===== config.mk =====
export PLATFORM = sky130hd
export DESIGN_NAME = debug_frame_tx
export DESIGN_NICKNAME = d
export VERILOG_FILES = /design/src/rtl/debug_frame_tx.sv
export SDC_FILE = /design/constraint.sdc
export NUM_CORES = 1
export LEC_CHECK = 0
export BUFFER_PORTS_ARGS = -buffer_cell sky130_fd_sc_hd__buf_2
export CORE_ASPECT_RATIO = 1.1
export CORE_MARGIN = 2
export CORE_UTILIZATION = 46
export DETAILED_ROUTE_END_ITERATION = 16
export PLACE_DENSITY_LB_ADDON = 0.12
export SLEW_MARGIN = 20
export SYNTH_ARGS = -nofsm -noshare
export SYNTH_HDL_FRONTEND = slang
export SYNTH_SLANG_ARGS = --single-unit
export TNS_END_PERCENT = 20

===== constraint.sdc =====
create_clock -name i_clock -period 1.5 [get_ports i_clock]
set_clock_uncertainty 0.05 [all_clocks]
set_input_delay 0.075 -clock i_clock [delete_from_list [all_inputs] [get_ports i_clock]]
set_output_delay 0.075 -clock i_clock [all_outputs]
set_load 0.05 [all_outputs]

===== src/rtl/debug_frame_tx.sv =====
// ---------------------------------------------------------------------------
// debug_frame_tx
//   Debug reporting stage that sits after the accumulator in the BIP datapath.
//   On a rising edge of the processor halt level it snapshots the
//   accumulator, the program counter and the executed-cycle count. It then
//   sends that snapshot to a UART transmitter as an 8-byte frame, one byte
//   at a time, using a start/done handshake for each byte.
//
//   Frame layout (idx 0..7):
//     HEADER, PC[15:8], PC[7:0], ACC[15:8], ACC[7:0], CNT[15:8], CNT[7:0], CHK
//     CHK is the XOR of idx 1..6. The header is not included in CHK.
//
// Ports
//   i_clock     system clock; all state changes on its rising edge
//   i_reset     asynchronous, active-high reset
//   i_halt      halt level from the control unit; its rising edge starts a frame
//   i_acc       accumulator value (E_BITS wide)
//   i_pc        program counter (PC_BITS wide), zero-extended to 16 bits in the frame
//   i_cycles    executed-cycle count (CNT_BITS wide)
//   i_tx_done   1-cycle pulse from the UART TX: the current byte has finished
//   o_tx_data   byte to transmit; held stable from start until done
//   o_tx_start  1-cycle pulse: the UART TX latches o_tx_data
//   o_busy      high while a frame is being sent
//   o_done      1-cycle pulse after the last byte has completed
// ---------------------------------------------------------------------------
module debug_frame_tx #(
    parameter int          E_BITS   = 16,
    parameter int          PC_BITS  = 11,
    parameter int          CNT_BITS = 16,
    parameter logic [7:0]  HEADER   = 8'hA5
) (
    input  logic                i_clock,
    input  logic                i_reset,
    input  logic                i_halt,
    input  logic [E_BITS-1:0]   i_acc,
    input  logic [PC_BITS-1:0]  i_pc,
    input  logic [CNT_BITS-1:0] i_cycles,
    input  logic                i_tx_done,
    output logic [7:0]          o_tx_data,
    output logic                o_tx_start,
    output logic                o_busy,
    output logic                o_done
);

    localparam logic [1:0] ST_IDLE = 2'd0;
    localparam logic [1:0] ST_SEND = 2'd1;
    localparam logic [1:0] ST_WAIT = 2'd2;
    localparam logic [1:0] ST_DONE = 2'd3;

    logic [1:0]  state_q, state_d;
    logic [2:0]  idx_q,   idx_d;
    logic [15:0] acc_q,   acc_d;
    logic [15:0] pc_q,    pc_d;
    logic [15:0] cnt_q,   cnt_d;
    logic        halt_q;

    logic        trig;
    logic [7:0]  frame_bytes [8];

    // A frame starts only on a rising edge of the halt level. Holding halt
    // high does not start a second frame.
    assign trig = i_halt & ~halt_q;

    // Frame contents are built from the snapshot registers only. Input
    // changes after the trigger therefore cannot change a frame in flight.
    always_comb begin
        frame_bytes[0] = HEADER;
        frame_bytes[1] = pc_q[15:8];
        frame_bytes[2] = pc_q[7:0];
        frame_bytes[3] = acc_q[15:8];
        frame_bytes[4] = acc_q[7:0];
        frame_bytes[5] = cnt_q[15:8];
        frame_bytes[6] = cnt_q[7:0];
        frame_bytes[7] = pc_q[15:8] ^ pc_q[7:0] ^ acc_q[15:8] ^ acc_q[7:0]
                       ^ cnt_q[15:8] ^ cnt_q[7:0];
    end

    always_comb begin
        state_d = state_q;
        idx_d   = idx_q;
        acc_d   = acc_q;
        pc_d    = pc_q;
        cnt_d   = cnt_q;
        case (state_q)
            ST_IDLE: begin
                if (trig) begin
                    acc_d   = 16'(i_acc);
                    pc_d    = 16'(i_pc);
                    cnt_d   = 16'(i_cycles);
                    idx_d   = 3'd0;
                    state_d = ST_SEND;
                end
            end
            ST_SEND: begin
                state_d = ST_WAIT;
            end
            ST_WAIT: begin
                // i_tx_done has an effect only in this state. Pulses that
                // arrive in any other state are ignored.
                if (i_tx_done) begin
                    if (idx_q == 3'd7) begin
                        state_d = ST_DONE;
                    end else begin
                        idx_d   = idx_q + 3'd1;
                        state_d = ST_SEND;
                    end
                end
            end
            ST_DONE: begin
                state_d = ST_IDLE;
            end
            default: begin
                state_d = ST_IDLE;
            end
        endcase
    end

    always_ff @(posedge i_clock or posedge i_reset) begin
        if (i_reset) begin
            state_q <= ST_IDLE;
            idx_q   <= 3'd0;
            acc_q   <= 16'd0;
            pc_q    <= 16'd0;
            cnt_q   <= 16'd0;
            halt_q  <= 1'b0;
        end else begin
            state_q <= state_d;
            idx_q   <= idx_d;
            acc_q   <= acc_d;
            pc_q    <= pc_d;
            cnt_q   <= cnt_d;
            halt_q  <= i_halt;
        end
    end

    // All outputs are decoded from the registered state. Because the state
    // register resets asynchronously, the outputs drop to zero as soon as
    // reset is asserted.
    assign o_tx_start = (state_q == ST_SEND);
    assign o_busy     = (state_q == ST_SEND) || (state_q == ST_WAIT);
    assign o_done     = (state_q == ST_DONE);
    assign o_tx_data  = o_busy ? frame_bytes[idx_q] : 8'h00;

endmodule


==> results.py, run 1 <==
metrics = {
    "run_status": {
        "status": "finished, violations left",
        "violations": "negative setup slack",
    },
    "floorplan": {
        "die_area_um2": 6650,
        "num_rows": 29,
        "die_x_um": 78.0,
        "coreArea_um2": 5810,
        "initial_core_util_pct": 47.7,
        "fp.dieH_um": 85.4,
        "io_pins": 58,
    },
    "sta": {
        "fmax_ghz": 0.501,
        "rsz0062_at_grt": "true",
        "hold_viol_final": 0,
        "setup_viol": 29,
        "fin_ws_ns": -0.495,
        "tightest_slew_ns": 0.439,
        "finalMaxSlewViolations": 0,
        "fin_crit_sh_pct": 133,
        "max_slew_margin_pct": 70.7,
        "fin_crit_ns": 2.00,
    },
    "place": {
        "gp_congestion": 0.723,
        "port_buffers": 57,
        "place_inst": 421,
        "dp.final_hpwl_um": 4520,
    },
    "synth": {
        "ys_async_sr_fraction_pct": 100,
        "yosys.area.top_type_share_pct": 44.3,
        "ys_top_cells_by_count": "49 x dfrtp_1, 44 x mux2_1, 19 x xnor2_1",
        "synth_area_per_cell_um2": 11.6,
        "synth_area_leaders": "dfrtp_1 44%, mux2_1 18%, xnor2_1 6.0%",
        "synth_flop_cell": "dfrtp_1",
        "synth_area_um2": 2770,
        "synth_top_cell_by_area": "dfrtp_1",
        "syn_inst": 239,
        "ys_seq_elements": 49,
        "synth_most_common_cell": "dfrtp_1",
        "synth_edf_count": 0,
        "syn-num-nets": 293,
        "post_synth_num_cell_types": 33,
        "ys_warn_count": 0,
        "ys_seq_area_share_pct": 44.3,
    },
    "routing": {
        "drtAntennaViolNets": 0,
        "via_per_inst": 4.96,
        "drtIter0Drc": 59,
        "dr.pass1.iters": 4,
        "wl_um": 6930,
        "wl_per_cell_um": 14.4,
        "vias": 2379,
        "post-route-drc-count": 0,
    },
    "setup_path": {
        "slowest_stage": "dfrtp_1",
        "crit_path_start": "pc_q[8]",
        "crit_family": "compound AO/OA/AOI/OAI gates",
        "max_stage_delay_ns": 0.42,
        "ff2ff_path_depth": 7,
        "cp_max_fo": 2,
        "crit_path_end_kind": "output pin",
        "regToRegStartpoint": "idx_q[0]",
        "rr_endpoint": "idx_q[0]",
        "r2r_slack_ns": -0.28,
        "critical_path_class": "reg -> out",
        "crit_chain": "xnor2_2 > xnor2_2 > mux2i_1 > a311o_1 > o21ai_4 > buf_6",
        "critical_path.most_common_cell": "xnor2_2",
        "worstPathArrival_ns": 1.87,
        "start_kind": "flop",
        "required_ns": 1.37,
        "path_buf_inv": 1,
        "worstSetupEndpoint": "o_tx_data[0]",
        "path_depth": 6,
    },
    "clock_tree": {
        "clk_latency_ns": 0.30,
        "ctsRootBufferMaster": "clkbuf_8",
        "path_clk_slew_ns": 0.09,
        "htree_levels": 2,
        "cts_sinks": 49,
        "clockBufferDepth": 2,
        "cts_buffers": 5,
        "cts_tree": "done",
    },
    "finish": {
        "final_nets": 456,
        "stdcell_count": 480,
        "antenna_cells": 0,
        "layout-drive-gt1-share_pct": 47.4,
        "area_delta_synth_final_pct": 66.5,
    },
    "global_routing": {
        "gr-usage-met1_pct": 27.1,
        "grtUsageTotal_pct": 21.7,
        "use_met2_pct": 39.4,
        "grt_pass1_vias": 2453,
        "grt_max_degree": 27,
        "antenna_found_initial": 0,
        "gr-total-overflow": 0,
        "grt_pass1_wl_um": 11500,
        "top_usage_layer": "met2",
        "grt_util_met3_pct": 3.30,
    },
    "run": {
        "maxCapViolations": 0,
    },
    "worst_hold_path": {
        "hold_class": "in -> reg",
        "worstHoldPathCells": 5,
    },
    "pwr": {
        "ir_worst_vdd_mv": 1.41,
        "total_power_mw": 10.4,
        "pwr_density_cell_nw_per_um2": 2260,
        "p_leak_nw": 2.17,
    },
}
routing by layer:
metal / routed length [µm] / vias up
li1: - / 1174
met1: 2970 / 1150
met2: 3680 / 48
met3: 203 / 7
met4: 78 / 0
met5: 0 / -
worst min path at each step:
stage,startpoint,to
after CTS,i_tx_done,state_q[1]
after floorplan,i_halt,halt_q
after global routing,i_tx_done,state_q[1]
final,i_tx_done,state_q[1]
after detailed placement,i_reset,acc_q[1]
after global placement,i_reset,acc_q[1]
stage by stage:
step                hold slack (ns)  worst slack (ns)  setup TNS [ns]  area, µm²  utilization [%]
floorplan                    0.0564            -0.441           -4.48       2890                -
global placement             0.0458            -0.289           -2.67       3710             64.0
detailed placement           0.0514            -0.360           -4.02       3710             64.0
CTS                           0.123            -0.485           -4.76       4460             76.8
global route                  0.165            -0.569           -7.09       4610             79.4
finish                        0.127            -0.495           -4.47       4610             79.4
cells by family after synthesis:
logic type	Yosys count	share of synthesized area (%)
buf+inv	18	2.80
simple gates	39	7.28
compound gates	38	9.04
flops	49	44.3
fa+ha+maj	7	3.16
xor+xnor	30	10.3
mux	58	23.1
worst min-delay path, cell delays in order:
cell     delay [ns]
buf_2          0.10
inv_1          0.07
a21oi_1        0.08
nand3_1        0.07
o21ai_1        0.05
placed cells by master (no fill, tap or decap), drive strengths merged:
| cell type | count |
|---|---|
| clkbuf | 7 |
| mux2i | 11 |
| a22o | 2 |
| bufinv | 1 |
| a31oi | 2 |
| o21ai | 11 |
| nand3 | 5 |
| nor4bb | 1 |
| a21oi | 8 |
| buf | 124 |
| dlygate4sd3 | 45 |
| o22ai | 3 |
| o311ai | 2 |
| nor3b | 2 |
| a311o | 3 |
| ha | 7 |
| nand4 | 2 |
| a21boi | 1 |
| nand2b | 4 |
| nor2b | 7 |
| xor2 | 8 |
| and2 | 1 |
| dfrtp | 49 |
| o221a | 1 |
| mux2 | 47 |
| o211ai | 2 |
| o32a | 1 |
| xnor2 | 22 |
| nand2 | 17 |
| inv | 5 |
| a211oi | 2 |
cell type report:
cell class | instances | area, µm²
clock inverter | 1 | 30.0
multi-input combinational | 172 | 1780
timing repair buffer | 169 | 1370
sequential | 49 | 1230
fill | 379 | 1200
inverter | 5 | 18.8
clock buffer | 7 | 86.3
tap | 77 | 96.3
power breakdown:
part	switching, mW	leakage (nW)	total, mW	internal [mW]
clock	0.432	0.0585	0.976	0.544
sequential	0.567	0.588	2.53	1.96
combinational	3.08	1.52	6.93	3.84
state kept, by name (all words and copies together), names as in the netlist:
signal / count
idx_q: 3
cnt_q: 16
acc_q: 16
state_q: 2
halt_q: 1
pc_q: 11
timing repair:
item / CTS / global route
resized for setup: 38 / 30
pin swaps: 22 / 13
gates cloned: 0 / 0
hold buffers: 45 / 0
endpoints found under the setup margin: 55 / 57
hold endpoints to repair: 60 / 0
setup buffers: 3 / 3
(Power assumes the default switching activity.)
==> inputs of run 2 (changes only) <==
==> constraint.sdc (replaced) <==
create_clock -name i_clock -period 1.7 [get_ports i_clock]
set_clock_uncertainty 0.05 [all_clocks]
set_input_delay 0.085 -clock i_clock [delete_from_list [all_inputs] [get_ports i_clock]]
set_output_delay 0.085 -clock i_clock [all_outputs]
set_load 0.05 [all_outputs]
==> run 2 against run 1 <==
Effect of this change:
- the flow still finishes with violations (negative setup slack)
- routed wire length shrank 8.9%
- worst hold slack gained 0.044 ns
- worst setup slack gained 0.20 ns
- via count shrank 5.2%
- cell count shrank 5.6%
- largest cell class unchanged
- largest power group unchanged
==> results.py, run 2 (synthesis results as in run 1) <==
metrics = {
    "run_status": {
        "status": "finished, violations left",
        "violations": "negative setup slack",
    },
    "pwr": {
        "p_seq_share_pct": 27.8,
        "switching_share_pct": 40.8,
        "p_leak_nw": 1.89,
        "clockPowerShare_pct": 8.4,
        "total_power_mw": 8.12,
        "pwr_density_cell_nw_per_um2": 1930,
        "pwr-share-comb_pct": 63.8,
        "cellInternalPower_mw": 4.81,
        "ir_worst_vdd_mv": 1.27,
        "switching_power_mw": 3.31,
    },
    "run": {
        "maxCapViolations": 0,
    },
    "routing": {
        "drtAntennaViolNets": 0,
        "wl_um": 6310,
        "dr.pass1.iters": 4,
        "via_per_inst": 4.98,
        "wl_per_cell_um": 13.9,
        "vias": 2255,
        "drtIter0Drc": 103,
        "post-route-drc-count": 0,
    },
    "global_routing": {
        "grtUsageTotal_pct": 21.0,
        "antenna_found_initial": 0,
        "grt_pass1_wl_um": 11000,
        "grt_max_degree": 50,
        "grt_pass1_vias": 2335,
        "gr-total-overflow": 0,
    },
    "floorplan": {
        "fp.dieH_um": 85.4,
        "initial_core_util_pct": 47.7,
        "die_area_um2": 6650,
        "die_x_um": 78.0,
        "io_pins": 58,
        "coreArea_um2": 5810,
        "num_rows": 29,
    },
    "worst_hold_path": {
        "hold_class": "in -> reg",
    },
    "sta": {
        "tightest_slew_ns": 0.268,
        "hold_viol_final": 0,
        "fin_crit_ns": 2.00,
        "fin_setup_tns_ns": -1.81,
        "fin_ws_ns": -0.300,
        "max_slew_margin_pct": 81.6,
        "rsz0062_at_grt": "true",
        "finalMaxSlewViolations": 0,
        "setup_viol": 9,
        "fmax_ghz": 0.500,
        "fin_crit_sh_pct": 118,
    },
    "clock_tree": {
        "ctsRootBufferMaster": "clkbuf_8",
        "htree_levels": 2,
        "path_clk_slew_ns": 0.09,
        "clockBufferDepth": 2,
        "cts_buffers": 5,
        "cts_tree": "done",
        "clk_latency_ns": 0.29,
        "cts_sinks": 49,
    },
    "finish": {
        "area_delta_synth_final_pct": 52.0,
        "design_area_um2": 4210,
        "layout_common_cells": "49 x dfrtp_1, 49 x buf_2, 45 x dlygate4sd3_1, 43 x mux2_1, 36 x buf_4",
        "layout-drive-gt1-share_pct": 37.0,
        "antenna_cells": 0,
        "final_nets": 430,
        "top_regs": "acc_q x16, cnt_q x16, pc_q x11",
    },
    "setup_path": {
        "start_kind": "flop",
        "required_ns": 1.56,
        "worstPathArrival_ns": 1.86,
        "critical_path_class": "reg -> out",
        "cp_max_fo": 3,
        "crit_path_end_kind": "output pin",
    },
    "place": {
        "dp.final_hpwl_um": 4180,
        "gp_congestion": 0.721,
        "post_dp_cell_area_um2": 3500,
        "port_buffers": 57,
        "pre_cts_ws_ns": -0.135,
    },
}
[run 2: cell types whose count changed in the layout (fill, tap and decap cells not counted), moves of 2 or more]
| cell | delta |
|---|---|
| mux2_1 | +19 |
| ha_1 | -2 |
| a31oi_1 | +2 |
| buf_4 | -23 |
| o21ai_4 | -3 |
| buf_8 | -2 |
| xnor2_1 | +2 |
| mux2_4 | -20 |
| ha_2 | +2 |
| xnor2_2 | -2 |
| o21ai_2 | +4 |
| a31oi_2 | -2 |
[run 2: final cells by class]
type                    count  area, µm²
multi-input cells         172       1640
fillers                   438       1600
clock buffers               7       86.3
repair buffers            143       1140
flip-flops and latches     49       1230
well taps                  77       96.3
inverters                   5       18.8
[run 2: power groups by stage]
stage	registers, mW	logic [mW]	clock network (mW)
final	2.26	5.17	0.684
after global routing	2.36	5.57	0.762
after CTS	2.26	5.12	0.723
after detailed placement	2.24	4.59	0
after global placement	2.21	4.50	0
after floorplan	2.15	3.40	0
[run 2: timing repair]
item                                   CTS  global route
setup endpoints to repair                9            11
setup buffers                            3             1
pin swaps                               23             6
hold buffers                            45             0
endpoints found under the hold margin   93             0
resized for setup                       32             5
[run 2: worst max-delay path, stage by stage (launching register included)]
cell	delay (ns)
dfrtp_1	0.42
xnor2_2	0.21
xnor2_2	0.15
nor4bb_1	0.08
a311o_1	0.32
o221a_1	0.23
buf_6	0.16
[run 2: final timing paths]
| check | from | end | slack (ns) | depth (start not counted) |
|---|---|---|---|---|
| max reg2reg | idx_q[0] | idx_q[0] | 0 | 7 |
| max | acc_q[1] | o_tx_data[1] | -0.30 | 6 |
| max in group asynchronous | i_reset | acc_q[11] | 1.05 | 4 |
| min in group asynchronous | i_reset | cnt_q[9] | 0.31 | 4 |
| min | i_tx_done | state_q[1] | 0.17 | 5 |
| min reg2reg | cnt_q[6] | cnt_q[6] | 0.47 | 1 |
[run 2: through the flow]
step | utilization [%] | hold slack [ns] | cells
4_1_cts | 72.1 | 0.144 | 452
2_1_floorplan | - | 0.0664 | 239
5_1_grt | 72.5 | 0.212 | 453
3_5_place_dp | 60.3 | 0.0981 | 397
3_3_place_gp | 60.3 | 0.0933 | 397
6_report | 72.5 | 0.171 | 453
[run 2: layer usage]
layer | vias up | part of all wire, % | track usage, %
met5 | - | 0 | 0
met4 | 0 | 0.70 | 5.58
met3 | 4 | 3.0 | 3.62
met2 | 38 | 52 | 36.4
met1 | 1096 | 44 | 27.4
li1 | 1117 | - | -
==> inputs of run 3 (changes only) <==
--- a/config.mk
+++ b/config.mk
@@ -11,6 +11,7 @@
 export CORE_UTILIZATION = 46
 export DETAILED_ROUTE_END_ITERATION = 16
 export PLACE_DENSITY_LB_ADDON = 0.12
+export RECOVER_POWER = 100
 export SLEW_MARGIN = 20
 export SYNTH_ARGS = -nofsm -noshare
 export SYNTH_HDL_FRONTEND = slang
==> run 3 against run 2 <==
Effect of this change:
- the flow still finishes with violations (negative setup slack)
- via count down 0.18%
- utilization down 0.86 points
- cell count unchanged
- final area down 1.2%
- non-clock buffer count unchanged
- register-to-register slack about the same
- maximum frequency about the same
- combinational power down 0.8%
- first-iteration DRC count down 23%
- critical path type unchanged
- critical endpoint unchanged
- highest routed layer unchanged
==> results.py, run 3 (synthesis results as in run 1) <==
metrics = {
    "pwr": {
        "switching_power_mw": 3.30,
        "cellInternalPower_mw": 4.77,
        "p_seq_share_pct": 27.9,
        "switching_share_pct": 40.9,
        "pwr_density_cell_nw_per_um2": 1940,
        "ir_worst_vdd_mv": 1.27,
        "pwr-share-comb_pct": 63.6,
        "clockPowerShare_pct": 8.5,
        "p_leak_nw": 1.87,
    },
    "finish": {
        "layout_common_cells": "49 x dfrtp_1, 46 x buf_2, 45 x dlygate4sd3_1, 43 x mux2_1, 34 x buf_4",
        "num-fill-cells": 447,
        "final_common_cell": "dfrtp_1",
        "top_regs": "acc_q x16, cnt_q x16, pc_q x11",
        "final_nets": 430,
        "stdcell_count": 453,
        "layout-drive-gt1-share_pct": 35.6,
        "antenna_cells": 0,
        "area_delta_synth_final_pct": 50.2,
        "design_area_um2": 4160,
    },
    "setup_path": {
        "rr_endpoint": "idx_q[0]",
        "start_kind": "flop",
        "critical_path_class": "reg -> out",
        "worstPathArrival_ns": 1.87,
        "required_ns": 1.56,
        "r2r_slack_ns": 0,
        "crit_path_end_kind": "output pin",
        "regToRegStartpoint": "idx_q[0]",
        "cp_max_fo": 3,
        "ff2ff_path_depth": 7,
    },
    "worst_hold_path": {
        "worstHoldPathCells": 5,
        "hold_class": "in -> reg",
        "holdPathEnd": "state_q[1]",
        "worstHoldStart": "i_tx_done",
    },
    "floorplan": {
        "die_x_um": 78.0,
        "initial_core_util_pct": 47.7,
        "die_area_um2": 6650,
        "io_pins": 58,
        "num_rows": 29,
        "coreArea_um2": 5810,
        "fp.dieH_um": 85.4,
    },
    "clock_tree": {
        "ctsRootBufferMaster": "clkbuf_8",
        "cts_buffers": 5,
        "htree_levels": 2,
        "path_clk_slew_ns": 0.09,
        "cts_sinks": 49,
        "clockBufferDepth": 2,
        "cts_tree": "done",
        "clk_latency_ns": 0.29,
    },
    "sta": {
        "fin_crit_ns": 2.00,
        "hold_ws_ns": 0.173,
        "hold_viol_final": 0,
        "fin_crit_sh_pct": 118,
        "fmax_ghz": 0.500,
        "setup_viol": 9,
        "max_slew_margin_pct": 27.3,
        "fin_ws_ns": -0.301,
        "tightest_slew_ns": 1.09,
        "rsz0062_at_grt": "true",
        "finalMaxSlewViolations": 0,
    },
    "routing": {
        "via_per_inst": 4.97,
        "drtIter0Drc": 79,
        "wl_per_cell_um": 13.9,
        "post-route-drc-count": 0,
        "dr.pass1.iters": 4,
        "wl_um": 6300,
        "drtAntennaViolNets": 0,
        "vias": 2251,
    },
    "run": {
        "maxCapViolations": 0,
    },
    "place": {
        "place_inst": 397,
        "port_buffers": 57,
        "dp.final_hpwl_um": 4180,
        "gp_congestion": 0.721,
        "post_dp_cell_area_um2": 3500,
    },
    "global_routing": {
        "grt_max_degree": 50,
        "grt_pass1_wl_um": 11000,
        "gr-total-overflow": 0,
        "grtUsageTotal_pct": 21.0,
        "antenna_found_initial": 0,
        "grt_pass1_vias": 2335,
    },
    "run_status": {
        "violations": "negative setup slack",
        "status": "finished, violations left",
    },
}
-- run 3: cell types whose count changed in the layout (fill, tap and decap cells not counted), moves of 2 or more --
cell      before  now
clkbuf_4       0    3
buf_12         3    0
buf_4         36   34
clkbuf_2       0    3
buf_2         49   46
inv_2          3    1
clkbuf_1       1    3
-- run 3: critical path, cell delays in order (launching register included) --
cell and delay (ns):
dfrtp_1 0.42, xnor2_2 0.21, xnor2_2 0.15, nor4bb_1 0.08, a311o_1 0.32, o221a_1 0.23, buf_6 0.16
-- run 3: power by group through the flow --
stage,sequential (mW),clock [mW],combinational (mW)
after floorplan,2.15,0,3.40
after global placement,2.21,0,4.50
after CTS,2.26,0.723,5.12
after global routing,2.35,0.762,5.53
after detailed placement,2.24,0,4.59
final,2.25,0.683,5.13
-- run 3: how the worst max path moves through the flow --
stage,start,end,cells past startpoint
floorplan,state_q[0],o_tx_data[0],6
global placement,acc_q[8],o_tx_data[0],6
detailed placement,pc_q[2],o_tx_data[2],6
CTS,acc_q[9],o_tx_data[1],6
global route,acc_q[1],o_tx_data[1],6
finish,acc_q[1],o_tx_data[1],6
-- run 3: routing by layer --
layer | track usage (%) | vias up | wire (µm)
li1 | - | 1116 | -
met1 | 27.4 | 1096 | 2790
met2 | 36.4 | 35 | 3280
met3 | 3.62 | 4 | 177
met4 | 5.58 | 0 | 44
met5 | 0 | - | 0
-- run 3: layout make-up --
cell class                 count  area, µm²  area share [%]
multi-input combinational    172       1640            39.4
inverter                       5       18.8           0.451
timing repair buffer         143       1090            26.3
sequential                    49       1230            29.5
tap                           77       96.3            2.32
clock buffer                   7       86.3            2.08
-- run 3: through the flow --
step	utilization (%)	setup slack, ns	setup TNS, ns	total power, mW
3_3_place_gp	60.3	-0.106	-0.235	6.71
5_1_grt	71.6	-0.392	-2.78	8.64
6_report	71.6	-0.301	-1.81	8.07
3_5_place_dp	60.3	-0.135	-0.375	6.83
4_1_cts	72.1	-0.294	-1.95	8.10
2_1_floorplan	-	-0.251	-1.28	5.55
-- run 3: what timing repair did --
action / 4_1_cts / 5_1_grt
hold buffers: 45 / 0
buffers inserted: 3 / 1
pin swaps: 23 / 6
endpoints found under the setup margin: 9 / 11
endpoints found under the hold margin: 93 / 0
gates resized for setup: 32 / 5
